`src/rtl/pipe_pkg.sv`:
```
// Shared types and constants for the fetch-stage next-PC logic.
package pipe_pkg;

    localparam int unsigned PC_W = 32;
    localparam logic [PC_W-1:0] PC_STEP = 32'd4;

    typedef enum logic [1:0] {
        BOOT = 2'd0,
        RUN  = 2'd1,
        HALT = 2'd2
    } state_t;

    typedef enum logic [2:0] {
        SEL_SEQ  = 3'd0,
        SEL_BR   = 3'd1,
        SEL_JR   = 3'd2,
        SEL_J    = 3'd3,
        SEL_HOLD = 3'd4
    } sel_t;

    function automatic logic [PC_W-1:0] jump_target(input logic [3:0]  region,
                                                    input logic [25:0] index);
        return {region, index, 2'b00};
    endfunction

endpackage

```
`src/rtl/pc_target_mux.sv`:
```
// Priority select of the next fetch address and redirect alignment flag.
module pc_target_mux
    import pipe_pkg::*;
(
    input  logic        branch,
    input  logic [31:0] branch_pc,
    input  logic        jump_reg,
    input  logic [31:0] reg_target,
    input  logic        stall,
    input  logic        jump,
    input  logic [25:0] jump_index,
    input  logic [3:0]  jump_region,
    input  logic [31:0] pc,
    input  logic [31:0] pc_plus4,
    output sel_t        sel,
    output logic [31:0] target,
    output logic        ex_redirect,
    output logic        misaligned
);

    // EX redirects outrank Stall: the stalled ID instruction is younger and dies anyway.
    always_comb begin
        sel    = SEL_SEQ;
        target = pc_plus4;
        if (branch) begin
            sel    = SEL_BR;
            target = branch_pc;
        end else if (jump_reg) begin
            sel    = SEL_JR;
            target = reg_target;
        end else if (stall) begin
            sel    = SEL_HOLD;
            target = pc;
        end else if (jump) begin
            sel    = SEL_J;
            target = jump_target(jump_region, jump_index);
        end
    end

    assign ex_redirect = (sel == SEL_BR) || (sel == SEL_JR);
    assign misaligned  = (ex_redirect || (sel == SEL_J)) && (target[1:0] != 2'b00);

endmodule

```
`src/rtl/pc_next_unit.sv`:
```
// Fetch-stage program counter: owns the PC register, redirect sequencing and squash strobes.
//
//   state | meaning
//   BOOT  | one cycle after reset, PC held, fetch not valid
//   RUN   | normal fetch, redirects and stalls honoured
//   HALT  | misaligned redirect trapped, PC frozen until reset
module pc_next_unit
    import pipe_pkg::*;
#(
    parameter logic [31:0] RESET_PC = 32'h0000_0000,
    parameter int unsigned ADDR_W   = 32
) (
    input  logic              Clk,
    input  logic              Reset,
    input  logic              Stall,
    input  logic              Branch,
    input  logic [ADDR_W-1:0] BranchPC,
    input  logic              JumpReg,
    input  logic [ADDR_W-1:0] RegTarget,
    input  logic              Jump,
    input  logic [25:0]       JumpIndex,
    input  logic [ADDR_W-1:0] IdPCPlus4,
    output logic [ADDR_W-1:0] PC,
    output logic [ADDR_W-1:0] PCPlus4,
    output logic              FetchValid,
    output logic              SquashIF,
    output logic              SquashID,
    output logic              AddrErr
);

    state_t      state_q, state_d;
    logic [31:0] pc_q, pc_d;
    logic        addr_err_q, addr_err_d;

    sel_t        sel;
    logic [31:0] target;
    logic        ex_redirect;
    logic        misaligned;
    logic [31:0] pc_plus4;

    // Only the region bits of the ID-stage PCPlus4 feed the jump target.
    logic unused_id_low;
    assign unused_id_low = ^IdPCPlus4[27:0];

    assign pc_plus4 = pc_q + PC_STEP;

    pc_target_mux u_mux (
        .branch      (Branch),
        .branch_pc   (BranchPC),
        .jump_reg    (JumpReg),
        .reg_target  (RegTarget),
        .stall       (Stall),
        .jump        (Jump),
        .jump_index  (JumpIndex),
        .jump_region (IdPCPlus4[31:28]),
        .pc          (pc_q),
        .pc_plus4    (pc_plus4),
        .sel         (sel),
        .target      (target),
        .ex_redirect (ex_redirect),
        .misaligned  (misaligned)
    );

    always_ff @(posedge Clk) begin
        if (Reset) begin
            state_q    <= BOOT;
            pc_q       <= RESET_PC;
            addr_err_q <= 1'b0;
        end else begin
            state_q    <= state_d;
            pc_q       <= pc_d;
            addr_err_q <= addr_err_d;
        end
    end

    always_comb begin
        state_d    = state_q;
        pc_d       = pc_q;
        addr_err_d = addr_err_q;
        FetchValid = 1'b0;
        SquashIF   = 1'b0;
        SquashID   = 1'b0;
        case (state_q)
            BOOT: begin
                state_d = RUN;
            end
            RUN: begin
                FetchValid = 1'b1;
                SquashIF   = ex_redirect || (sel == SEL_J);
                SquashID   = ex_redirect;
                // A bad target traps on this edge; the PC keeps the faulting fetch address.
                if (misaligned) begin
                    state_d    = HALT;
                    addr_err_d = 1'b1;
                end else begin
                    pc_d = target;
                end
            end
            HALT: begin
                state_d = HALT;
            end
            default: begin
                state_d = BOOT;
            end
        endcase
    end

    assign PC      = pc_q;
    assign PCPlus4 = pc_plus4;
    assign AddrErr = addr_err_q;

endmodule
```
`config.mk`:
```
export PLATFORM = sky130hd
export DESIGN_NAME = pc_next_unit
export DESIGN_NICKNAME = d
export VERILOG_FILES = /design/src/rtl/pipe_pkg.sv /design/src/rtl/pc_target_mux.sv /design/src/rtl/pc_next_unit.sv
export SDC_FILE = /design/constraint.sdc
export NUM_CORES = 1
export LEC_CHECK = 0
export CORE_MARGIN = 5
export CORE_UTILIZATION = 42
export CTS_CLUSTER_SIZE = 12
export DETAILED_ROUTE_END_ITERATION = 12
export PLACE_DENSITY = 0.89
export SLEW_MARGIN = 20
export SYNTH_ARGS = -nofsm -noshare
export SYNTH_HDL_FRONTEND = slang
export SYNTH_SLANG_ARGS = --single-unit
```
`constraint.sdc`:
```
create_clock -name Clk -period 4.3 [get_ports Clk]
set_clock_uncertainty 0.05 [all_clocks]
set_input_delay 0.86 -clock Clk [delete_from_list [all_inputs] [get_ports Clk]]
set_output_delay 0.86 -clock Clk [all_outputs]
set_load 0.01 [all_outputs]
```
Yosys cells after proc, flatten, opt, wreduce, memory -nomap -nowiden

Index checks and enable logic that the tools add are counted.

Input bits: 128
Logic and storage cells: 34
Bits in registers: 35
Output and inout port bits: 68

Bitwise logic cells: 1
Equal/unequal tests: 7
Multiplexer cells: 13
Reduce and logical (&&, ||, !) cells: 8
Add/subtract/negate cells: 1

Operators with widths:

| cell                    | number |
|---|---|
| $mux W32                | 4 |
| $add A32 B3 Y32 const B | 1 |
| $mux W3                 | 3 |
| $eq A3 B2 Y1 const B    | 2 |
| $pmux W2 S3             | 1 |
| $mux W2                 | 2 |
| $reduce_and A2 Y1       | 2 |
| $eq A3 B1 Y1 const B    | 1 |
| $mux W1                 | 3 |
| $ne A3 B1 Y1 const B    | 1 |
| $reduce_and A3 Y1       | 1 |
| $eq A2 B1 Y1 const B    | 1 |
| $eq A2 B2 Y1 const B    | 1 |
| $logic_not A2 Y1        | 1 |
| $logic_or A1 B1 Y1      | 2 |
| $ne A2 B2 Y1 const B    | 1 |
| $reduce_bool A2 Y1      | 1 |
| $logic_and A1 B1 Y1     | 1 |
| $not A1 Y1              | 1 |

Logic depth before layout (Yosys ltp)

Gate-level depths: netlist (run 1).

Depth after elaboration: 10
Mapped depth: 9
Depth with buffers taken out: 6

Hierarchy

From an unflattened synthesis (run 1), not the netlist that was laid out.

Cells, all modules: 439
Area total of the unflattened synthesis: 3,558.4 um2

By module, submodules not included:

| module        | area an instance (um2) | times used | cells each |
|---|---|---|---|
| pc_next_unit  | 1,828.0                | 1          | 245 |
| pc_target_mux | 1,730.4                | 1          | 194 |

Worst setup path after synthesis (run 1)

OpenSTA, ideal clock, no wires.

Path kind: input -> output
Start point: in Branch
End point: out SquashIF
Stages: 6
Arrival: 2.313 ns
Buffers on the path: 4
Path slack: 1.077 ns
Path through: clkbuf_1 clkbuf_1 clkbuf_1 clkbuf_1 nor2_1 a21boi_0

Longest elaborated chain between the ends: 5
Elaborated cells on any way between the ends: 7
Those cells by class: 3 x eq/ne; 2 x mux; 2 x reduce/logical

RTL lines:

| what                                                | line                | source |
|---|---|---|
| start, declared                                     | pc_next_unit.sv:16  | `input logic Branch,` |
| $mux W3 *                                           | pc_target_mux.sv:25 | `if (branch) begin` |
| $eq A3 B1 Y1 / $eq A3 B2 Y1 (equally long branches) | pc_target_mux.sv:40 | `assign ex_redirect = (sel == SEL_BR) \|\| (sel == SEL_JR);` |
| $logic_or A1 B1 Y1                                  | pc_target_mux.sv:40 |  |
| $logic_or A1 B1 Y1 *                                | pc_next_unit.sv:89  | `SquashIF = ex_redirect \|\| (sel == SEL_J);` |
| $mux W1 *                                           | pc_next_unit.sv:83  | `case (state_q)` |
| end, declared                                       | pc_next_unit.sv:26  | `output logic SquashIF,` |

Mark *: on every way between the ends. The rest lies on a longest branch, timed or not.

Worst setup path after layout (run 1)

Start point: reg pc_q[12], in the netlist PC[12]
End point: out PCPlus4[23]

Longest elaborated chain between the ends: 1

RTL lines:

| what                   | line               | source |
|---|---|---|
| start, declared        | pc_next_unit.sv:32 | `logic [31:0] pc_q, pc_d;` |
| start signal, assigned | pc_next_unit.sv:71 | `pc_q <= pc_d;` |
| $add A32 B3 Y32        | pc_next_unit.sv:45 | `assign pc_plus4 = pc_q + PC_STEP;` |
| end, declared          | pc_next_unit.sv:24 | `output logic [ADDR_W-1:0] PCPlus4,` |

No other way between the ends.

==> results_dict.tcl, run 1 <==
set metrics [dict create \
    status "complete, no violations" \
    timing.fmax_mhz 260 \
    start_util_pct 42.9 \
    cts_resized 0 \
    synth_top_cells_by_area "dfxtp_1, o21ai_0, xnor2_1, a21oi_1, nor2_1" \
    drt_pre_antenna_iters 5 \
    rsz0062_at_grt "false" \
    fin_area_um2 5090 \
    start_kind "flip-flop" \
    dp.cells 682 \
    cts_sinks 35 \
    final_max_slew_viol_count 0 \
    drt-vias-per-instance 6.07 \
    postPlaceCellArea_um2 4960 \
    synth-seq-area-share_pct 21.3 \
    fin_crit_ns 3.85 \
    netlist.area_leader.share_pct 21.3 \
    drt_iter0_markers 331 \
    ctsHoldBuffers 0 \
    dieArea_um2 9720 \
    peakVddDrop_mv 0.174 \
    die_w_um 98.6 \
    ys_warn_count 0 \
    tightest_slew_ns 0.813 \
    post_cts_buffers 0 \
    postRouteAntennaNets 0 \
    cp_common_cell "nand4_1" \
    path_cells "nand4_1, nor4_4, nand4_1, xnor2_1, clkdlybuf4s50_1" \
    synth_commonest_cells "dfxtp_1, o21ai_0, nor2_1" \
    critPathBufInv 1 \
    p_leak_nw 1.85 \
    cts_root_buf "clkbuf_8" \
    worstSetupPathType "reg2out" \
    clk_pin_slew_ns 0.08 \
    synth_cells 444 \
    fp.dieH_um 98.6 \
    syn2layout_area_growth_pct 54.4 \
    maxCapViolCount 0 \
    core_area_um2 7690 \
    fin_nets 719 \
    grt_usage_pct 26.6 \
    gp_congestion 0.927 \
    max-clock-path-buffers 2 \
    top_level_ports 196 \
    overflow 0 \
    syn_nets 576 \
    rrSetupSlack_ns 1.75 \
    finalCritPeriodShare_pct 89.6 \
    grt_pass1_vias 4139 \
    dp_hpwl_um 10300 \
    synth.distinct_cells 70 \
    numCtsBuffers 5 \
    fin_cells 690 \
    layout-drive-gt1-share_pct 5.95 \
    syn_area_per_cell_um2 7.42 \
    arrival_ns 2.94 \
    insertion_delay_ns 0.30 \
    placementRows 32 \
    wl_um 13500 \
    crit_slowest_cell "nor4_4" \
    io_buffers 167 \
    synth_area_um2 3300 \
    synth_top_area_cell "dfxtp_1" \
    hold_end "state_q[1]" \
    antenna_found_initial 0 \
    grt_max_degree 39 \
    detail_route.wl_per_cell_um 19.5 \
    grt_pass1_wl_um 21100 \
    cts_tree "yes" \
    num_antenna_cells 0 \
    slowest_delay_ns 0.62 \
    r2r_start "PC[12]" \
    min_from "state_q[1]" \
    ff2ff_path_depth 5 \
    min_path_type "reg2reg" \
    synth_ff_type "dfxtp_1" \
    num_vias 4190 \
    hold_depth 2 \
    htreeDepth 2 \
    finalSetupViolCount 0 \
    cp_max_fo 10 \
    totalPowerFinal_mw 1.48 \
    timing.hold.ws_ns 0.426 \
    drc_errors 0 \
    async_flop_share_pct 0 \
    hold_viol 0 \
    cp-end-kind "output port" \
    cp.required_ns 3.39 \
    synth-seq-cells 35 \
    critical-path-top-delay-family "simple AND/OR/NAND/NOR gates" \
    crit-reg2reg-capture "PC[23]" \
    synth_edf_count 0 \
    setup_tns_ns 0 \
    maxSlewHeadroom_pct 45.8 \
    powerDensity_nw_per_um2 290 \
]
worst register-to-register path, stage by stage, from the launching register on:
cell     delay [ns]
dfxtp_1        0.55
nand4_1        0.35
nor4_4         0.62
nand4_1        0.29
and4_1         0.28
o32a_1         0.31
registers in the layout (all words and copies together) (netlist names):
register	flops
PC	32
AddrErr	1
state_q	2
layer usage:
| metal | part of all wire [%] | vias to the layer above | global-route usage (%) |
|---|---|---|---|
| li1 | - | 1955 | - |
| met1 | 38 | 1947 | 32.2 |
| met2 | 49 | 257 | 44.9 |
| met3 | 10 | 31 | 8.07 |
| met4 | 2.5 | 0 | 9.03 |
| met5 | 0 | - | 0 |
where the power goes:
group | internal (mW) | switching [mW] | leakage, nW
Clock | 0.232 | 0.136 | 0.0654
Sequential | 0.374 | 0.0928 | 0.284
Combinational | 0.353 | 0.291 | 1.50
how the worst max path moves through the flow:
stage	start	end	slack [ns]	depth (start not counted)
floorplan	Branch	SquashIF	1.08	6
finish	PC[12]	PCPlus4[23]	0.45	5
global placement	JumpReg	PC[5]	0.77	6
detailed placement	JumpReg	PC[20]	0.71	6
global route	PC[12]	PCPlus4[23]	0.32	5
CTS	PC[12]	PCPlus4[23]	0.53	5
final cells by class:
cell class	count	area (um2)
tap	102	128
fill	670	2600
clock inverter	2	60.1
sequential	35	701
clock buffer	6	72.6
multi-input combinational	354	2330
timing repair buffer	179	1760
inverter	12	45.0
placed cells by master, fill, tap and decap left out, types with 4 or more instances in the layout:
cell	n
a211o_1	6
a211oi_1	7
a21o_1	4
a21oi_1	32
a221oi_1	7
a22oi_1	9
a31oi_1	10
and2_1	10
and4_1	4
buf_4	12
clkbuf_8	5
clkdlybuf4s50_1	166
dfxtp_1	35
ha_1	4
inv_1	12
nand2_1	28
nand2b_1	14
nand3_1	16
nand4_1	11
nor2_1	34
nor3_1	12
o211ai_1	5
o21a_1	6
o21ai_0	35
o31a_1	4
o31ai_1	6
xnor2_1	20
xor2_1	7
kinds of logic (layout without fill, tap and decap cells):
logic type | after synthesis | in the layout | share of synthesized area [%]
AND/OR/NAND/NOR | 158 | 158 | 27.4
AO/OA/AOI/OAI | 163 | 163 | 33.9
adder cells (fa/ha/maj) | 4 | 4 | 1.52
multiplexers | 2 | 2 | 0.645
XOR/XNOR | 27 | 27 | 7.18
buffers and inverters | 55 | 199 | 8.12
flip-flops | 35 | 35 | 21.3
per-stage QoR:
stage | setup WS, ns | util, %
6_report | 0.447 | 66.2
5_1_grt | 0.324 | 66.2
4_1_cts | 0.528 | 66.2
3_5_place_dp | 0.706 | 64.5
3_3_place_gp | 0.769 | 64.5
2_1_floorplan | 1.08 | -
(Power assumes the default switching activity.)
==> inputs of run 2 (changes only) <==
--- a/config.mk
+++ b/config.mk
@@ -9,6 +9,7 @@
 export CORE_UTILIZATION = 42
 export CTS_CLUSTER_SIZE = 12
 export DETAILED_ROUTE_END_ITERATION = 12
+export MAX_ROUTING_LAYER = met4
 export PLACE_DENSITY = 0.89
 export SLEW_MARGIN = 20
 export SYNTH_ARGS = -nofsm -noshare
==> run 2 against run 1 <==
Net effect:
- clock-buffer cell count unchanged
- sequential power barely moved
- critical endpoint is now PCPlus4[26]
- setup slack gained 0.097 ns
- largest cell class unchanged
- worst hold slack improved by 0.0099 ns
- cell area fell by 1.1%
- largest power group unchanged
- highest routed layer unchanged
- combinational power decreased by 0.8%
==> results_dict.tcl, run 2 (synthesized netlist as in run 1, its figures left out) <==
set metrics [dict create \
    status "complete, no violations" \
    final_max_slew_viol_count 0 \
    syn2layout_area_growth_pct 52.8 \
    cts_root_buf "clkbuf_8" \
    fin_nets 718 \
    use_met3_pct 5.52 \
    wl_um 13100 \
    p_leak_nw 1.82 \
    timing.fmax_mhz 266 \
    peakVddDrop_mv 0.141 \
    grt_usage_pct 26.1 \
    finalSetupViolCount 0 \
    dp_hpwl_um 10100 \
    largest_reg_flops 32 \
    start_util_pct 42.9 \
    drt_pre_antenna_iters 5 \
    mostFrequentLayoutCells "clkdlybuf4s50_1, dfxtp_1, o21ai_0" \
    worstSetupPathType "reg2out" \
    rsz0062_at_grt "false" \
    core_area_um2 7690 \
    cts_tree "yes" \
    htreeDepth 2 \
    arrival_ns 2.85 \
    top_level_ports 196 \
    cp_max_fo 12 \
    clk_pin_slew_ns 0.08 \
    cp.required_ns 3.39 \
    drt-vias-per-instance 6.04 \
    fp.dieH_um 98.6 \
    layout-drive-gt1-share_pct 5.79 \
    cts_sinks 35 \
    maxSlewHeadroom_pct 48.7 \
    tightest_slew_ns 0.766 \
    dieArea_um2 9720 \
    io_buffers 167 \
    num_vias 4164 \
    grt_max_degree 39 \
    gp_congestion 0.929 \
    antenna_found_initial 0 \
    cts_resized 0 \
    drt_iter0_markers 431 \
    max-clock-path-buffers 2 \
    insertion_delay_ns 0.29 \
    placementRows 32 \
    maxCapViolCount 0 \
    grt_pass1_wl_um 20200 \
    num_antenna_cells 0 \
    setup_tns_ns 0 \
    overflow 0 \
    finalCritPeriodShare_pct 87.3 \
    grt-busiest-layer "met2" \
    post_cts_buffers 0 \
    numCtsBuffers 5 \
    grt_pass1_vias 3977 \
    grtUsageMet1_pct 32.7 \
    drc_errors 0 \
    fin_crit_ns 3.76 \
    postRouteAntennaNets 0 \
    final_common_cell "clkdlybuf4s50_1" \
    hold_viol 0 \
    min_path_type "reg2reg" \
    start_kind "flip-flop" \
    detail_route.wl_per_cell_um 19.0 \
    fin_util_pct 65.5 \
    use_met2_pct 42.9 \
    die_w_um 98.6 \
    powerDensity_nw_per_um2 267 \
    cp-end-kind "output port" \
    ctsHoldBuffers 0 \
]
-- run 2: final timing paths --
path	slack, ns	from	endpoint	cells past startpoint
worst max-delay path	0.54	PC[16]	PCPlus4[26]	5
worst max register to register	1.83	PC[16]	PC[23]	5
worst min register to register	0.44	state_q[1]	state_q[1]	2
worst min-delay path	0.44	state_q[1]	state_q[1]	2
-- run 2: cell type report --
cell class	count	area, um2
sequential	35	701
inverter	12	45.0
clock buffer	6	72.6
clock inverter	2	12.5
timing repair buffer	178	1750
fill	669	2650
tap	102	128
multi-input combinational	354	2330
-- run 2: metal layers --
metal,vias up,part of all wire (%)
met5,-,0
met4,0,2.1
met3,36,9.3
met2,248,48
met1,1928,41
li1,1952,-
-- run 2: stage by stage --
step	cells	hold WS [ns]	power [mW]	setup slack [ns]	area (um2)
2_1_floorplan	444	0.382	0.765	1.08	3300
3_3_place_gp	681	0.387	1.09	0.750	4950
3_5_place_dp	681	0.427	1.10	0.701	4950
4_1_cts	689	0.440	1.35	0.616	5030
5_1_grt	689	0.443	1.42	0.399	5030
6_report	689	0.436	1.34	0.544	5030
-- run 2: power breakdown --
part           leakage, nW  switching, mW  total [mW]  internal [mW]
Sequential           0.284         0.0929       0.467          0.374
Clock               0.0412          0.126       0.239          0.113
Combinational         1.50          0.286       0.638          0.351
Total                 1.82          0.505        1.34          0.839
-- run 2: critical path: stages, from the launching register on --
cell and delay (ns):
dfxtp_1 0.56, nand3_1 0.23, nor2_1 0.65, nand3_1 0.27
xnor2_1 0.27, clkdlybuf4s50_1 0.57
